### src/rtl/flash_cmd_pkg.sv
// Shared types and constants for the SPI NOR flash command sequencer.
// Opcodes common to every operation live here; per-op opcodes are top parameters.
package flash_cmd_pkg;

    typedef enum logic [1:0] {
        CMD_READ   = 2'd0,
        CMD_PROG   = 2'd1,
        CMD_ERASE  = 2'd2,
        CMD_STATUS = 2'd3
    } cmd_op_t;

    typedef enum logic [1:0] {
        RSP_OK       = 2'd0,
        RSP_TIMEOUT  = 2'd1,
        RSP_PAGE_ERR = 2'd2,
        RSP_SHORT    = 2'd3
    } rsp_status_t;

    localparam logic [7:0] OP_WREN = 8'h06;
    localparam logic [7:0] OP_RDSR = 8'h05;
    localparam int SR_WIP_BIT = 0;

    typedef enum logic [3:0] {
        S_IDLE,
        S_CHECK,
        S_WREN,
        S_OPC,
        S_ADDR0,
        S_ADDR1,
        S_ADDR2,
        S_RD_DATA,
        S_WR_DATA,
        S_POLL_CMD,
        S_POLL_RD,
        S_DONE
    } state_t;

endpackage

### src/rtl/flash_poll_timer.sv
// Busy-poll timeout: saturating down-counter, reloaded when a write/erase
// is issued; expired stays high once the budget has run out.
module flash_poll_timer
    import flash_cmd_pkg::*;
#(
    parameter int unsigned TIMEOUT = 50000000
) (
    input  logic clk,
    input  logic sreset,
    input  logic load,
    output logic expired
);

    localparam int W = $clog2(TIMEOUT + 1);

    logic [W-1:0] count;

    always_ff @(posedge clk) begin
        if (sreset) begin
            count <= '0;
        end else if (load) begin
            count <= W'(TIMEOUT);
        end else if (count != '0) begin
            count <= count - W'(1);
        end
    end

    assign expired = (count == '0);

endmodule

### src/rtl/flash_cmd_sequencer.sv
// Runs complete SPI NOR operations (read/program/erase/status) over a
// byte-level SPI engine, one byte in flight at a time.
module flash_cmd_sequencer
    import flash_cmd_pkg::*;
#(
    parameter int unsigned LEN_BITS     = 8,
    parameter int unsigned POLL_TIMEOUT = 50000000,
    parameter logic [7:0]  OP_READ      = 8'h03,
    parameter logic [7:0]  OP_PROG      = 8'h02,
    parameter logic [7:0]  OP_ERASE     = 8'h20
) (
    input  logic                clk,
    input  logic                sreset,
    input  logic                cmd_valid,
    output logic                cmd_ready,
    input  logic [1:0]          cmd_op,
    input  logic [23:0]         cmd_addr,
    input  logic [LEN_BITS-1:0] cmd_len,
    output logic                rsp_valid,
    output logic [1:0]          rsp_status,
    output logic [7:0]          rsp_sr,
    output logic                s_axis_tready,
    input  logic                s_axis_tvalid,
    input  logic                s_axis_tlast,
    input  logic [7:0]          s_axis_tdata,
    input  logic                m_axis_tready,
    output logic                m_axis_tvalid,
    output logic                m_axis_tlast,
    output logic [7:0]          m_axis_tdata,
    input  logic                m_spi_tready,
    output logic                m_spi_tvalid,
    output logic                m_spi_tlast,
    output logic [7:0]          m_spi_tdata,
    input  logic                s_spi_tvalid,
    input  logic [7:0]          s_spi_tdata
);

    localparam int PW = LEN_BITS + 9;

    state_t              state;
    cmd_op_t             op_r;
    logic [23:0]         addr_r;
    logic [LEN_BITS-1:0] len_r;
    logic [LEN_BITS:0]   cnt;
    logic                inflight;
    logic                short_r;
    logic                expired;
    logic                timer_load;
    logic                spi_busy;
    logic                rx_done;
    logic                last_byte;
    logic [PW-1:0]       page_end;
    logic                page_err;
    logic                tx_want;
    logic                tx_last;
    logic [7:0]          tx_byte;

    assign spi_busy   = m_spi_tvalid | inflight;
    assign rx_done    = inflight & s_spi_tvalid;
    assign last_byte  = (cnt == {1'b0, len_r});
    assign page_end   = PW'(addr_r[7:0]) + PW'(len_r);
    assign page_err   = (page_end > PW'(255));
    assign timer_load = (state == S_WREN) && rx_done;

    flash_poll_timer #(.TIMEOUT(POLL_TIMEOUT)) u_timer (
        .clk     (clk),
        .sreset  (sreset),
        .load    (timer_load),
        .expired (expired)
    );

    // Byte the current state wants on the SPI engine, if any.
    always_comb begin
        tx_want = 1'b0;
        tx_last = 1'b0;
        tx_byte = 8'h00;
        unique case (state)
            S_WREN: begin
                tx_want = 1'b1;
                tx_byte = OP_WREN;
                tx_last = 1'b1;
            end
            S_OPC: begin
                tx_want = 1'b1;
                unique case (op_r)
                    CMD_READ:  tx_byte = OP_READ;
                    CMD_PROG:  tx_byte = OP_PROG;
                    CMD_ERASE: tx_byte = OP_ERASE;
                    default:   tx_byte = OP_RDSR;
                endcase
            end
            S_ADDR0: begin
                tx_want = 1'b1;
                tx_byte = addr_r[23:16];
            end
            S_ADDR1: begin
                tx_want = 1'b1;
                tx_byte = addr_r[15:8];
            end
            S_ADDR2: begin
                tx_want = 1'b1;
                tx_byte = addr_r[7:0];
                tx_last = (op_r == CMD_ERASE);
            end
            S_RD_DATA: begin
                tx_want = !m_axis_tvalid;
                tx_last = last_byte;
            end
            S_WR_DATA: begin
                tx_want = s_axis_tready && s_axis_tvalid;
                tx_byte = s_axis_tdata;
                tx_last = last_byte || s_axis_tlast;
            end
            S_POLL_CMD: begin
                tx_want = 1'b1;
                tx_byte = OP_RDSR;
            end
            S_POLL_RD: begin
                tx_want = 1'b1;
                tx_last = 1'b1;
            end
            default: ;
        endcase
    end

    always_ff @(posedge clk) begin
        if (sreset) begin
            state         <= S_IDLE;
            op_r          <= CMD_READ;
            addr_r        <= '0;
            len_r         <= '0;
            cnt           <= '0;
            inflight      <= 1'b0;
            short_r       <= 1'b0;
            cmd_ready     <= 1'b1;
            rsp_valid     <= 1'b0;
            rsp_status    <= RSP_OK;
            rsp_sr        <= 8'h00;
            s_axis_tready <= 1'b0;
            m_axis_tvalid <= 1'b0;
            m_axis_tlast  <= 1'b0;
            m_axis_tdata  <= 8'h00;
            m_spi_tvalid  <= 1'b0;
            m_spi_tlast   <= 1'b0;
            m_spi_tdata   <= 8'h00;
        end else begin
            rsp_valid <= 1'b0;
            if (tx_want && !spi_busy) begin
                m_spi_tvalid <= 1'b1;
                m_spi_tdata  <= tx_byte;
                m_spi_tlast  <= tx_last;
            end
            if (m_spi_tvalid && m_spi_tready) begin
                m_spi_tvalid <= 1'b0;
                inflight     <= 1'b1;
            end
            if (rx_done) begin
                inflight <= 1'b0;
            end
            unique case (state)
                S_IDLE: begin
                    if (cmd_valid && cmd_ready) begin
                        op_r      <= cmd_op_t'(cmd_op);
                        addr_r    <= cmd_addr;
                        len_r     <= cmd_len;
                        cnt       <= '0;
                        short_r   <= 1'b0;
                        cmd_ready <= 1'b0;
                        unique case (cmd_op_t'(cmd_op))
                            CMD_PROG:  state <= S_CHECK;
                            CMD_ERASE: state <= S_WREN;
                            default:   state <= S_OPC;
                        endcase
                    end
                end
                S_CHECK: begin
                    if (page_err) begin
                        state      <= S_DONE;
                        rsp_valid  <= 1'b1;
                        rsp_status <= RSP_PAGE_ERR;
                    end else begin
                        state <= S_WREN;
                    end
                end
                S_WREN: if (rx_done) state <= S_OPC;
                S_OPC: begin
                    if (rx_done) begin
                        state <= (op_r == CMD_STATUS) ? S_POLL_RD : S_ADDR0;
                    end
                end
                S_ADDR0: if (rx_done) state <= S_ADDR1;
                S_ADDR1: if (rx_done) state <= S_ADDR2;
                S_ADDR2: begin
                    if (rx_done) begin
                        unique case (op_r)
                            CMD_READ: state <= S_RD_DATA;
                            CMD_PROG: begin
                                state         <= S_WR_DATA;
                                s_axis_tready <= 1'b1;
                            end
                            default: state <= S_POLL_CMD;
                        endcase
                    end
                end
                S_RD_DATA: begin
                    if (rx_done) begin
                        m_axis_tvalid <= 1'b1;
                        m_axis_tdata  <= s_spi_tdata;
                        m_axis_tlast  <= last_byte;
                        cnt           <= cnt + (LEN_BITS+1)'(1);
                    end
                    if (m_axis_tvalid && m_axis_tready) begin
                        m_axis_tvalid <= 1'b0;
                        if (m_axis_tlast) begin
                            state      <= S_DONE;
                            rsp_valid  <= 1'b1;
                            rsp_status <= RSP_OK;
                        end
                    end
                end
                S_WR_DATA: begin
                    if (s_axis_tready && s_axis_tvalid) begin
                        s_axis_tready <= 1'b0;
                        if (s_axis_tlast && !last_byte) short_r <= 1'b1;
                    end
                    // m_spi_tlast still describes the byte just echoed back.
                    if (rx_done) begin
                        if (m_spi_tlast) begin
                            state <= S_POLL_CMD;
                        end else begin
                            cnt           <= cnt + (LEN_BITS+1)'(1);
                            s_axis_tready <= 1'b1;
                        end
                    end
                end
                S_POLL_CMD: if (rx_done) state <= S_POLL_RD;
                S_POLL_RD: begin
                    if (rx_done) begin
                        rsp_sr <= s_spi_tdata;
                        if (op_r != CMD_STATUS && s_spi_tdata[SR_WIP_BIT] && !expired) begin
                            state <= S_POLL_CMD;
                        end else begin
                            state     <= S_DONE;
                            rsp_valid <= 1'b1;
                            if (op_r == CMD_STATUS) rsp_status <= RSP_OK;
                            else if (expired)       rsp_status <= RSP_TIMEOUT;
                            else if (short_r)       rsp_status <= RSP_SHORT;
                            else                    rsp_status <= RSP_OK;
                        end
                    end
                end
                S_DONE: begin
                    state     <= S_IDLE;
                    cmd_ready <= 1'b1;
                end
                default: state <= S_IDLE;
            endcase
        end
    end

endmodule
### config.mk
export PLATFORM = sky130hd
export DESIGN_NAME = flash_cmd_sequencer
export DESIGN_NICKNAME = d
export VERILOG_FILES = /design/src/rtl/flash_cmd_pkg.sv /design/src/rtl/flash_poll_timer.sv /design/src/rtl/flash_cmd_sequencer.sv
export SDC_FILE = /design/constraint.sdc
export NUM_CORES = 1
export LEC_CHECK = 0
export CAP_MARGIN = 20
export CELL_PAD_IN_SITES_DETAIL_PLACEMENT = 1
export CELL_PAD_IN_SITES_GLOBAL_PLACEMENT = 2
export CORE_ASPECT_RATIO = 1.25
export CORE_MARGIN = 10
export CORE_UTILIZATION = 31
export CTS_BUF_LIST = sky130_fd_sc_hd__clkbuf_16
export DETAILED_ROUTE_END_ITERATION = 8
export GPL_ROUTABILITY_DRIVEN = 0
export PLACE_DENSITY = 0.82
export SYNTH_ARGS = -nofsm -noshare
export SYNTH_HDL_FRONTEND = slang
export SYNTH_SLANG_ARGS = --single-unit
### constraint.sdc
create_clock -name clk -period 2.59 [get_ports clk]
set_input_delay 0.518 -clock clk [delete_from_list [all_inputs] [get_ports clk]]
set_output_delay 0.518 -clock clk [all_outputs]
set_load 0.02 [all_outputs]
==> Implementation_results.wiki <==
{| class="wikitable"
! Metric !! Value
|-
| Post-Synthesis Cells || just under 700
|-
| Boundary Pins || 91
|-
| Post-Synthesis Net Count || 749
|-
| Max Cap Violations || 0
|-
| Area growth from synthesis to final layout || 26.3%
|-
| Global-route wire length before repair || roughly 30,000 um
|-
| Count of flip-flops with a built-in enable after synthesis || 0
|-
| VDD IR max || about 0.00035 V
|-
| Maximum fanout encountered on the critical timing path || 18
|-
| Max frequency || 456 MHz
|-
| Std cell rows || 54
|-
| Initial drt markers || ~230
|-
| Count of endpoints failing hold in the final timing report || 0
|-
| CTS H-tree lvls || 3
|-
| Via/cell ratio || 5.33
|-
| Insertion delay of the later-clocked pin in the worst-skew pair || about 0.34 ns
|-
| Cells resized by post-CTS repair || 0
|-
| Hold buffers post-CTS || 0
|-
| Antenna violations before repair || 0
|-
| Filler cell count in the final layout || ~2,100
|-
| Power per cell area || roughly 980 mW/mm^2
|-
| Maximum cell stage delay along the critical path || around 0.50 ns
|-
| Static leakage || ~2.4 nW
|-
| Seq/Total Area, Yosys || between 30% and 40%
|-
| Dominant synthesized flop cell || dfxtp_1
|-
| Final net count || 833
|-
| Clock tree sinks || roughly 110
|-
| Least-Margin Pin Slew || ~0.88 ns
|-
| Number of distinct library cells after synthesis || between 70 and 80
|-
| Number of detailed-routing iterations run before antenna repair || 4
|-
| Maximum number of pins on one net before global-route repair || between 70 and 80
|-
| Clock-pin slew on the worst setup and hold paths || around 0.07 ns
|-
| Floorplan die area || roughly 0.023 mm^2
|-
| Setup repair after global routing missed its margin || false
|-
| Count of buffers from port buffering || 90
|-
| Total negative setup slack || 0 ns
|-
| Cts bufs inserted || 9
|-
| Cell chain of the critical path || nor2_2, and4_1, a21oi_2, buf_4, or3_1, a21oi_1
|-
| Clock Skews || about 0.0051 ns
|-
| Top library cells by usage in the layout, fill and taps aside || nand2_1 (131), dfxtp_1 (108), a21oi_1 (89), clkdlybuf4s50_1 (89), nor2_1 (36)
|-
| GRT overflow || 0
|-
| Post-synthesis register bit count || approximately 110
|-
| Number of remaining DRC errors || 0
|-
| Critical path type || reg2reg
|-
| Crit path capture type || register
|-
| Aggregate routed wire length || about 18,000 um
|-
| Root Buffer || clkbuf_16
|-
| Crit path buffers/inverters || 1
|-
| Post-route non-filler standard cell count || about 1,000
|-
| Cell area after technology mapping || approximately 0.0055 mm^2
|-
| Total power draw || 6.75 mW
|-
| Startpoint type of the worst setup path || register
|-
| Die width || around 140 um
|-
| Data arrival, critical path || 2.46 ns
|-
| Average wire length per cell after detail routing || 18.7 um
|-
| Average footprint of a synthesized cell || between 8 and 9 um^2
|-
| Post-layout min period || 2.19 ns
|-
| Number of buffers between clock root and the deepest sink || 2
|-
| Category of cells accounting for the largest share of critical-path delay || simple AND/OR/NAND/NOR gates
|-
| Async S/R FF share, synth || 0%
|-
| Fraction of layout cells with a size suffix above 1 || between 7 and 8%
|-
| Total number of yosys warnings || 0
|-
| Utilization after layout || 39.7%
|-
| Postcts setup bufs || 0
|-
| Placed Cells || ~970
|-
| Total Routing Usage GR || roughly 15%
|-
| Finish-stage setup viols || 0
|-
| Most frequent standard cell in the layout excluding fill and tap cells || nand2_1
|-
| Standard cell with the maximum stage delay on the critical path || dfxtp_1
|-
| Run status || completed
|-
| Via count of the first global-routing pass || about 5,700
|-
| Tightest slew margin relative to the limit || ~41%
|-
| Placeable Area || between 0.015 and 0.02 mm^2
|-
| Post-route antenna net violation count || 0
|-
| Fin. max-slew vios || 0
|-
| Clock tree from TritonCTS || yes
|-
| Vias post-DR || about 5,300
|-
| Share of the cycle needed by the critical path after routing || between 80% and 90%
|-
| Req. time, crit path || 2.86 ns
|-
| Half-perimeter wire length after placement || around 14,000 um
|-
| Diode count || 0
|-
| Starting Density || 31.4%
|-
| Vertical die dimension || approximately 170 um
|-
| Path category of the worst min-delay check || reg2reg
|}
## final timing paths
check	start	to	slack, ns	cells after the start
min	m_spi_tdata[0]	m_spi_tdata[0]	0.46	2
max reg2reg	state[2]	cnt[4]	0.40	6
min reg2reg	m_spi_tdata[0]	m_spi_tdata[0]	0.46	2
max	state[2]	cnt[4]	0.40	6
## Yosys cell counts (3+ instances only)
cell type  number  area, um^2
a211oi_1        8        60.1
a21oi_1        89         445
a222oi_1        5        50.1
a311oi_1        6        52.6
a31oi_1         9        56.3
and2_1          4        25.0
and3_1          3        18.8
and3b_1         3        26.3
buf_1           5        18.8
buf_2           8        40.0
clkbuf_1       27         101
dfxtp_1       108        2160
ha_1           14         175
inv_1          14        52.6
mux2_2          3        33.8
mux2i_1         4        40.0
nand2_1       131         492
nand3_1        14        70.1
nand4_1        12        75.1
nand4b_1        4        35.0
nor2_1         36         135
nor2b_1         6        37.5
nor3_1         15        75.1
nor3b_1         3        22.5
nor4_1          8        50.1
o211ai_1        4        30.0
o21ai_0        21         105
o22ai_1         3        18.8
o2bb2ai_1       3        26.3
o31ai_1        10        75.1
o41ai_1         5        43.8
or3_1          14        87.6
or4_1          12        90.1
xnor2_1        11        96.3
xor2_1          7        61.3
## layer usage
| metal | GRT usage [%] | routed length [um] | up-vias |
|---|---|---|---|
| met2 | 28.0 | 9660 | 99 |
| met4 | 4.54 | 195 | 0 |
| met5 | 0 | 0 | - |
| met1 | 17.8 | 7970 | 2541 |
| li1 | - | - | 2614 |
| met3 | 3.12 | 628 | 13 |
## power breakdown
group	internal (mW)	leakage, nW	total [mW]	switching [mW]
Clock	0.630	0.129	1.22	0.595
Sequential	2.02	0.879	2.46	0.447
Combinational	1.24	1.43	3.06	1.82
## flip-flops by register name, indices dropped and copies added (netlist names), 2 cells and up
signal	cells
rsp_sr	8
state	4
rsp_status	2
op_r	2
m_axis_tdata	8
cnt	9
m_spi_tdata	8
len_r	8
addr_r	24
u_timer.count	26
## cell type report
cell class	instances	area (um^2)	area share, %
Sequential cell	108	2160	31.4
Tap cell	224	280	4.07
Inverter	15	56.3	0.817
Clock inverter	7	26.3	0.381
Clock buffer	9	225	3.27
Timing Repair Buffer	115	1080	15.7
Multi-Input combinational cell	511	3050	44.3
## tightest hold or removal path: cells and delay by family (launching register included)
| family | cells | cell delay (ns) |
|---|---|---|
| flip-flops | 1 | 0.31 |
| AND/OR/NAND/NOR | 1 | 0.05 |
| AO/OA/AOI/OAI | 1 | 0.05 |
## cells by family after synthesis
logic type	synth area share, %
multiplexers	1.35
AND/OR/NAND/NOR	26.7
buffers and inverters	4.31
AO/OA/AOI/OAI	21.5
adder cells (fa/ha/maj)	3.58
flip-flops	39.7
XOR/XNOR	2.89
## through the flow
stage / hold WS, ns / cell area (um^2) / worst slack [ns]
floorplan: 0.432 / 5450 / 0.664
global placement: 0.442 / 6640 / 0.220
detailed placement: 0.450 / 6640 / 0.127
CTS: 0.459 / 6890 / 0.404
global route: 0.477 / 6890 / 0.277
finish: 0.456 / 6890 / 0.399
(Power assumes the default switching activity.)
